`src/rtl/median_pkg.sv`:
```
// Shared definitions for the median window initiator.
// - state_t          : controller states
// - WIN_LEN          : pixels per 3x3 burst
// - ROW_OFS, COL_OFS : window offsets for k=0..8, biased by +1 so they stay
//                      unsigned (the actual offset is value-1)
package median_pkg;

  typedef enum logic [3:0] {
    IDLE,
    SEL,
    BRD_RD,
    BRD_WR,
    FETCH,
    WAIT,
    WR,
    NEXT,
    FIN
  } state_t;

  localparam int unsigned WIN_LEN = 9;

  localparam logic [1:0] ROW_OFS [WIN_LEN] = '{2'd0, 2'd0, 2'd0,
                                               2'd1, 2'd1, 2'd1,
                                               2'd2, 2'd2, 2'd2};
  localparam logic [1:0] COL_OFS [WIN_LEN] = '{2'd0, 2'd1, 2'd2,
                                               2'd0, 2'd1, 2'd2,
                                               2'd0, 2'd1, 2'd2};

endpackage

```
`src/rtl/median_win_addr.sv`:
```
// Combinational address generator.
// Inputs : row, col (current pixel), k (window index 0..8)
// Outputs: pix_addr  = row*IMG_W + col
//          win_addr  = (row-1+k/3)*IMG_W + (col-1+k%3)
//          is_border = pixel lies on the outer frame of the image
// All arithmetic is unsigned and truncated to AW bits.
module median_win_addr
  import median_pkg::*;
#(
  parameter int unsigned IMG_W = 16,
  parameter int unsigned IMG_H = 16,
  parameter int unsigned AW    = 8
) (
  input  logic [AW-1:0] row,
  input  logic [AW-1:0] col,
  input  logic [3:0]    k,
  output logic [AW-1:0] pix_addr,
  output logic [AW-1:0] win_addr,
  output logic          is_border
);

  logic [AW-1:0] win_row;
  logic [AW-1:0] win_col;

  always_comb begin
    // Offset tables are biased by +1, so subtract it back here.
    win_row   = row + AW'(ROW_OFS[k]) - AW'(1);
    win_col   = col + AW'(COL_OFS[k]) - AW'(1);
    pix_addr  = row * AW'(IMG_W) + col;
    win_addr  = win_row * AW'(IMG_W) + win_col;
    is_border = (row == '0) || (row == AW'(IMG_H - 1)) ||
                (col == '0) || (col == AW'(IMG_W - 1));
  end

endmodule

```
`src/rtl/median_window_tx.sv`:
```
// Median filter stream initiator.
// Walks an IMG_W x IMG_H source image in raster order. Interior pixels are
// sent as 9-pixel 3x3 bursts on MDI/MDSI; the result returned on MDO/MDSO is
// written to the output memory. Border pixels are copied through unchanged.
// Ports:
//   CLK, nRST         clock, asynchronous active-low reset
//   START/BUSY/DONE   host handshake; ERR sticky median-timeout flag
//   RADDR/RDATA       source RAM (RDATA valid one cycle after RADDR)
//   MDI/MDSI          pixel stream to median unit
//   MDO/MDSO          median result from median unit
//   WADDR/WDATA/WE    result RAM write port
module median_window_tx
  import median_pkg::*;
#(
  parameter int unsigned WIDTH   = 8,
  parameter int unsigned IMG_W   = 16,
  parameter int unsigned IMG_H   = 16,
  parameter int unsigned AW      = 8,
  parameter int unsigned TIMEOUT = 64
) (
  input  logic             CLK,
  input  logic             nRST,
  input  logic             START,
  output logic             BUSY,
  output logic             DONE,
  output logic             ERR,
  output logic [AW-1:0]    RADDR,
  input  logic [WIDTH-1:0] RDATA,
  output logic [WIDTH-1:0] MDI,
  output logic             MDSI,
  input  logic [WIDTH-1:0] MDO,
  input  logic             MDSO,
  output logic [AW-1:0]    WADDR,
  output logic [WIDTH-1:0] WDATA,
  output logic             WE
);

  localparam int unsigned TW = $clog2(TIMEOUT) + 1;

  state_t        state;
  logic [AW-1:0] row;
  logic [AW-1:0] col;
  logic [3:0]    k;
  logic [3:0]    k_nxt;
  logic [TW-1:0] tcnt;
  logic [AW-1:0] pix_addr;
  logic [AW-1:0] win_addr;
  logic          is_border;

  // k holds the index currently on RADDR; the generator is fed the index
  // that will be issued next (0 when entering the burst from SEL).
  always_comb begin
    k_nxt = (state == FETCH) ? k + 4'd1 : '0;
  end

  median_win_addr #(
    .IMG_W(IMG_W),
    .IMG_H(IMG_H),
    .AW   (AW)
  ) u_addr (
    .row      (row),
    .col      (col),
    .k        (k_nxt),
    .pix_addr (pix_addr),
    .win_addr (win_addr),
    .is_border(is_border)
  );

  // Source data is forwarded directly; it is only meaningful while MDSI=1.
  assign MDI = RDATA;

  always_ff @(posedge CLK or negedge nRST) begin
    if (!nRST) begin
      state <= IDLE;
      row   <= '0;
      col   <= '0;
      k     <= '0;
      tcnt  <= '0;
      BUSY  <= 1'b0;
      DONE  <= 1'b0;
      ERR   <= 1'b0;
      MDSI  <= 1'b0;
      WE    <= 1'b0;
      RADDR <= '0;
      WADDR <= '0;
      WDATA <= '0;
    end else begin
      DONE <= 1'b0;
      WE   <= 1'b0;
      // RDATA lags RADDR by one cycle, so the strobe lags the fetch state.
      MDSI <= (state == FETCH);
      case (state)
        IDLE: begin
          if (START) begin
            ERR   <= 1'b0;
            row   <= '0;
            col   <= '0;
            BUSY  <= 1'b1;
            state <= SEL;
          end
        end
        SEL: begin
          if (is_border) begin
            RADDR <= pix_addr;
            state <= BRD_RD;
          end else begin
            RADDR <= win_addr;
            k     <= '0;
            state <= FETCH;
          end
        end
        BRD_RD: state <= BRD_WR;
        BRD_WR: begin
          WE    <= 1'b1;
          WADDR <= pix_addr;
          WDATA <= RDATA;
          state <= NEXT;
        end
        FETCH: begin
          if (k == 4'(WIN_LEN - 1)) begin
            tcnt  <= '0;
            state <= WAIT;
          end else begin
            k     <= k_nxt;
            RADDR <= win_addr;
          end
        end
        WAIT: begin
          if (MDSO) begin
            WDATA <= MDO;
            state <= WR;
          end else if (tcnt == TW'(TIMEOUT - 1)) begin
            ERR   <= 1'b1;
            state <= FIN;
          end else begin
            tcnt <= tcnt + TW'(1);
          end
        end
        WR: begin
          WE    <= 1'b1;
          WADDR <= pix_addr;
          state <= NEXT;
        end
        NEXT: begin
          if (col == AW'(IMG_W - 1)) begin
            col <= '0;
            if (row == AW'(IMG_H - 1)) begin
              state <= FIN;
            end else begin
              row   <= row + AW'(1);
              state <= SEL;
            end
          end else begin
            col   <= col + AW'(1);
            state <= SEL;
          end
        end
        FIN: begin
          DONE  <= 1'b1;
          BUSY  <= 1'b0;
          state <= IDLE;
        end
        default: state <= IDLE;
      endcase
    end
  end

endmodule

```
`config.mk`:
```
export PLATFORM = sky130hd
export DESIGN_NAME = median_window_tx
export DESIGN_NICKNAME = d
export VERILOG_FILES = /design/src/rtl/median_pkg.sv /design/src/rtl/median_win_addr.sv /design/src/rtl/median_window_tx.sv
export SDC_FILE = /design/constraint.sdc
export NUM_CORES = 1
export LEC_CHECK = 0
export CAP_MARGIN = 15
export CORE_UTILIZATION = 35
export DETAILED_ROUTE_END_ITERATION = 6
export PLACE_DENSITY_LB_ADDON = 0.25
export SLEW_MARGIN = 15
export SYNTH_ARGS = -nofsm -noshare
export SYNTH_HDL_FRONTEND = slang
export SYNTH_SLANG_ARGS = --single-unit
```
`constraint.sdc`:
```
create_clock -name CLK -period 5.1 [get_ports CLK]
set_input_delay 0.765 -clock CLK [delete_from_list [all_inputs] [get_ports CLK]]
set_output_delay 0.765 -clock CLK [all_outputs]
set_load 0.01 [all_outputs]
```
== After elaboration in Yosys (flattened, before gate mapping) ==
Memories as Yosys holds them, arrays and structs flattened.
Cells that the tools add are included.
Widths: inputs -> output; s select.
Cells by class
  add/sub/neg operators: 10
  order comparisons: 1
  equality and inequality tests: 23
  muxes and demuxes: 39
  bitwise gates (word level): 1
  reduce and logical (&&, ||, !) cells: 22
Operator list (number)
  $pmux 8 s2: 4
  $mux 8: 7
  $mux 4: 9
  $pmux 4 s7: 1
  $mux 7: 3
  $ne 2x2->1 const B: 9
  $add 8x1->8 const B: 2
  $add 8x8->8: 2
  $eq 4x3->1 const B: 4
  $eq 8x4->1 const B: 2
  $logic_not 8->1: 2
  $pmux 7 s2: 1
  $reduce_and 4->1: 3
  $reduce_bool 2->1: 6
  $add 8x2->8: 1
  $eq 4x2->1 const B: 2
  $eq 4x4->1 const B: 2
  $mux 2: 4
  $pmux 4 s2: 1
  $reduce_and 2->1: 4
  $sub 8x1->8 const B: 1
  $add 7x1->7 const B: 1
  $eq 7x6->1 const B: 1
  $mux 1: 6
  other kinds (14): 18
Word-level totals
  bits in registers: 60
  ROM bits: 64
  output and inout bits: 37
  memories: 2
Memories
  (name not given): words 16, width 2, read ports 1, clocked after Yosys merged registers in 0, write ports 0, line median_win_addr.sv:27  | win_row = row + AW'(ROW_OFS[k]) - AW'(1);
  (name not given): words 16, width 2, read ports 1, clocked after Yosys merged registers in 0, write ports 0, line median_win_addr.sv:28  | win_col = col + AW'(COL_OFS[k]) - AW'(1);

== Depth between registers and ports, before layout ==
  word-level depth: 11
  depth in mapped cells: 20
  gate-level depth less buffers: 19

== Cells and area by module ==
From an unflattened synthesis, not the netlist that was laid out.
Second synthesis, totals
  cell total of the unflattened synthesis: 415
  area total of the unflattened synthesis: 3890.0 um2
Modules (own cells, without submodules)
  median_window_tx: times used 1, cells an instance 310, area an instance 3109.2 um2, seq. area each 1501.4 um2
  median_win_addr: times used 1, cells an instance 105, area an instance 780.7 um2, seq. area each 0.0 um2

== Worst setup path before layout ==
Ideal clock, no wire load.
  kind: reg-to-reg
  from: reg state[1]
  to: reg RADDR[7]
  data arrival time: 3.453 ns
  data required time: 5.006 ns
  slack: 1.553 ns
  cell stages (with the launch flop): 18
  path buffers: 1
  period minus slack after synthesis: 3.547 ns
  path through: dfrtp_1 > nor2_1 > nand3b_1 > inv_1 > buf_1 > nand2_1 > ha_1 > mux2_2 > o21ai_0 > ha_1 > inv_1 > ha_1 > fa_1 > nor2b_1 > o31ai_1 > a21oi_1 > xnor2_1 > a211oi_1
On the way
  cells in the longest elaborated chain, start to end: 11
  elaborated cells on any way between the ends: 21
Ends and longest elaborated chain
  start, declared: line median_window_tx.sv:40  | state_t state;
  start signal, assigned: line median_window_tx.sv:74  | state <= IDLE;
  start signal, assigned: line median_window_tx.sv:99  | state <= SEL;
  start signal, assigned: line median_window_tx.sv:105  | state <= BRD_RD;
  $eq 4x3->1: line median_window_tx.sv:53, median_window_tx.sv:92
  $mux 4: line median_window_tx.sv:53  | k_nxt = (state == FETCH) ? k + 4'd1 : '0;
  $not 4->5 (not written as such): line median_win_addr.sv:27, median_win_addr.sv:28
  $mem_v2 16x2, on equally long branches
  $mux 2, on equally long branches (2 in a row): line median_win_addr.sv:28, median_win_addr.sv:27
  $add 8x2->8 or $add 4x2->4 (tied branches): line median_win_addr.sv:28, median_win_addr.sv:27
  $sub 8x1->8 or $sub 4x1->4 (tied branches): line median_win_addr.sv:28, median_win_addr.sv:27
  $add 8x8->8: line median_win_addr.sv:30  | win_addr = win_row * AW'(IMG_W) + win_col;
  $mux 8, on equally long branches: line median_window_tx.sv:120, median_window_tx.sv:103
  $pmux 8 s2: line median_window_tx.sv:92  | case (state)
  end signal, assigned: line median_window_tx.sv:104  | RADDR <= pix_addr;
  end signal, assigned: line median_window_tx.sv:107  | RADDR <= win_addr;
  end signal, assigned: line median_window_tx.sv:125  | RADDR <= win_addr;
  end, declared: line median_window_tx.sv:27  | output logic [AW-1:0] RADDR,
Parallel ways exist; a longest one is shown, timed or not. The select of a mux whose other input is x is not followed.
A chain may end at the register's enable or synchronous reset.

== Final worst setup path ==
  from: reg state[0]
  to: reg RADDR[7]
Same word-level chain as after synthesis.

==> impl_metrics.toml <==
[run_status]
outcome = "finished, final reports clean"

[global_routing]
grt_pass1_vias = 3008
antenna_found_initial = 0
grt_first_pass_wirelength_mm = 14.6
grt_max_degree = 61
globalRoute.totalOverflow = 0
gr-usage-all-layers_pct = 16.7

[worst_setup_path]
slowest_cp_cell = "sky130_fd_sc_hd__dfrtp_1"
critical_path.most_common_cell = "sky130_fd_sc_hd__ha_1"
critPathCaptureType = "flop"
timing.critical_path.from = "state[0]"
worst-setup-path-type = "reg2reg"
r2r_start = "state[0]"
worst-path-max-fanout = 14
critical_path.startpoint_type = "flop"
ordered_cell_list_for_the_critical_path = "nor2_1, nand3b_1, inv_1, nand2_1, ha_1, mux2_2, o21ai_0, ha_1, inv_1, ha_1, fa_1, nor2b_1, o31ai_1, a21oi_1, xnor2_1, a211oi_1"
max_stage_delay_ps = 500
worstPathRequired_ps = 5360
reg2reg_depth = 16
timing.rr.end = "RADDR[7]"
regToRegSetupSlack_ps = 1100
timing.critical_path.arrival_ps = 4260
timing.critical_path.to = "RADDR[7]"

[synthesis]
synth.net_count = 460
synth_xor_xnor_area_share_pct = 4.69
yosysWarningCount = 0
synth_area_sq_um = 3740
main_combinational_cell_family_by_area_after_synthesis = "simple AND/OR/NAND/NOR gates"
synthCells = 406
netlist.area_leader.share_pct = 40.2
synth_simple_gate_area_share_pct = 17.1
number_of_flops_mapped_to_enable_cells_by_yosys = 0
yosys-top-cells-count = "sky130_fd_sc_hd__dfrtp_1 (60), sky130_fd_sc_hd__nor2_1 (39), sky130_fd_sc_hd__o21ai_0 (36)"
post_synth_main_area_contributors = "sky130_fd_sc_hd__dfrtp_1 (40%), sky130_fd_sc_hd__ha_1 (10%), sky130_fd_sc_hd__o21ai_0 (4.8%)"
synth_adder_area_share_pct = 12.0
synth_cell_type_count = 58
most_instantiated_flip_flop_cell_in_the_synthesis_netlist = "sky130_fd_sc_hd__dfrtp_1"
synth.mux.area_fraction_pct = 3.52
synth-compound-area-share_pct = 16.0
synth_seq_area_share_pct = 40.2
synth_async_sr_flop_share_pct = 100
syn_area_per_cell_sq_um = 9.20
synth-seq-cells = 60
dominant_cell_by_count_in_the_synthesized_netlist = "sky130_fd_sc_hd__dfrtp_1"
synth_top_area_cell = "sky130_fd_sc_hd__dfrtp_1"

[floorplanning]
fp.dieH_microns = 105
chipWidth_microns = 105
fp.dieArea_sq_um = 11100
initial_core_util_pct = 36.2
core_outline_area_sq_um = 10300
ios = 57
row_count = 37

[clocking]
cts_made_buffers = 9
cts_htree_levels = 3
skew_pair_late_insertion_delay_ps = 350
cts.path.max_buffers = 2
root_buffer = "sky130_fd_sc_hd__clkbuf_8"
ctsHoldBuffers = 0
tritoncts = "yes"
clk_pin_slew_ps = 80
post_cts.resized_instances = 0
cts_sinks = 60
post_cts_setup_buffer_count = 0

[timing]
period_needed_ps = 4000
timing.final.crit_share_pct = 78.4
setup_repair_after_global_routing_missed_its_margin = "false"
worst_pin_slew_ps = 946
achievable-frequency_ghz = 0.250
timing_hold_violations_final = 0
count_of_endpoints_failing_setup_in_the_final_report = 0
final.setup_skew_ps = 9.47
max-slew-margin-rel_pct = 36.7
maxSlewViolCount = 0
timing.setup.tns_ps = 0

[place]
placed_area_sq_um = 4360
port_buffers = 56
gpl.final_weighted_congestion = 0.817
post-dp-hpwl_mm = 6.22

[layout]
final_design_area_no_fill_sq_um = 4600
signed_area_change_from_the_synthesized_netlist_to_the_final_layout_pct = 23.0
layout-drive-gt1-share_pct = 6.11
fin_nets = 507
antenna_cells = 0

[detailed_routing]
drtPass1Iterations = 4
final_antenna_violating_net_count = 0
dr_total_vias = 2995
drc = 0
postRouteWirelength_mm = 8.55
viasPerCell = 5.04
drt_first_iter_violations = 110
wl_per_cell_microns = 14.4

[pwr]
power.leakage_uw = 0.00202
power_density_nw_per_um2 = 612
peakVddDrop_mv = 0.249

[flow_run]
cap_violations = 0

[worst_hold_path]
timing.hold.worst.class = "reg2reg"
## worst min path at each step
stage | from | endpoint | cells past startpoint
finish | WADDR[1] | WADDR[1] | 2
CTS | RADDR[0] | RADDR[0] | 1
global route | RADDR[0] | RADDR[0] | 1
floorplan | nRST | BUSY | 0
detailed placement | WADDR[4] | WADDR[4] | 2
global placement | WADDR[4] | WADDR[4] | 2
## layout by cell type (no fill, tap or decap), types with 3 or more instances in the layout
cell type                         instances
sky130_fd_sc_hd__o21a_1                   4
sky130_fd_sc_hd__o31ai_1                  4
sky130_fd_sc_hd__nand2_1                 32
sky130_fd_sc_hd__nor3_1                   9
sky130_fd_sc_hd__a211oi_1                 3
sky130_fd_sc_hd__nor3b_1                  3
sky130_fd_sc_hd__xor2_1                   5
sky130_fd_sc_hd__fa_1                     3
sky130_fd_sc_hd__nor2_1                  39
sky130_fd_sc_hd__inv_1                   33
sky130_fd_sc_hd__a21oi_1                 24
sky130_fd_sc_hd__nor2b_1                  9
sky130_fd_sc_hd__xnor2_1                 15
sky130_fd_sc_hd__ha_1                    31
sky130_fd_sc_hd__dfrtp_1                 60
sky130_fd_sc_hd__clkbuf_8                11
sky130_fd_sc_hd__nand4_1                  3
sky130_fd_sc_hd__and3_1                   4
sky130_fd_sc_hd__mux2i_1                  9
sky130_fd_sc_hd__clkdlybuf4s50_1         55
sky130_fd_sc_hd__nand3_1                 10
sky130_fd_sc_hd__o21ai_0                 36
sky130_fd_sc_hd__nand3b_1                 4
sky130_fd_sc_hd__a22oi_1                  3
## layout make-up
class / count / area, sq um
timing repair buffer: 57 / 563
sequential: 60 / 1500
clock buffer: 11 / 151
clock inverter: 5 / 83.8
tap: 136 / 170
inverter: 33 / 124
fill: 993 / 5730
multi-input combinational: 292 / 2000
## sequential cells by signal, summed over array words and instances, names as in the netlist
register  count
WADDR         8
k             4
col           8
state         4
WE            1
row           8
BUSY          1
DONE          1
MDSI          1
ERR           1
WDATA         8
RADDR         8
tcnt          7
## cell families (layout without fill, tap and decap cells)
| family | after synthesis | after routing |
|---|---|---|
| muxes | 12 | 12 |
| xor gates and xnor gates | 20 | 20 |
| adders and majority gates | 34 | 34 |
| and+or+nand+nor | 129 | 129 |
| buffers and inverters | 54 | 106 |
| AOI/OAI and AO/OA | 97 | 97 |
| DFF | 60 | 60 |
## power by group
group | total [uW] | switching (uW) | internal, uW | leakage (uW)
clock | 515 | 212 | 303 | 0.000112
combinational | 1520 | 829 | 689 | 0.00113
sequential | 780 | 144 | 636 | 0.000770
total | 2810 | 1190 | 1630 | 0.00202
## critical path: cells and delay by family, from the launching register on
family / cells / cell delay [ps]
AOI/OAI and AO/OA: 4 / 690
xor gates and xnor gates: 1 / 140
adders and majority gates: 4 / 1070
buffers and inverters: 2 / 430
DFF: 1 / 500
muxes: 1 / 260
and+or+nand+nor: 4 / 830
## routing by layer
metal	global-route usage, %	part of all wire [%]	up-vias
met5	0	0	-
met4	6.64	1.7	0
met3	4.76	5.4	13
met2	26.4	45	86
met1	21.6	48	1400
li1	-	-	1496
## stage by stage
stage	hold slack (ps)	worst slack, ps	utilization (%)	cells	power, uW
after global routing	516	682	44.5	594	3060
after global placement	462	1280	42.2	578	2270
after CTS	487	1090	44.5	594	2830
after floorplan	469	1550	-	406	1850
final	478	1100	44.5	594	2810
after detailed placement	469	1090	42.2	578	2300
(Power assumes the default switching activity.)
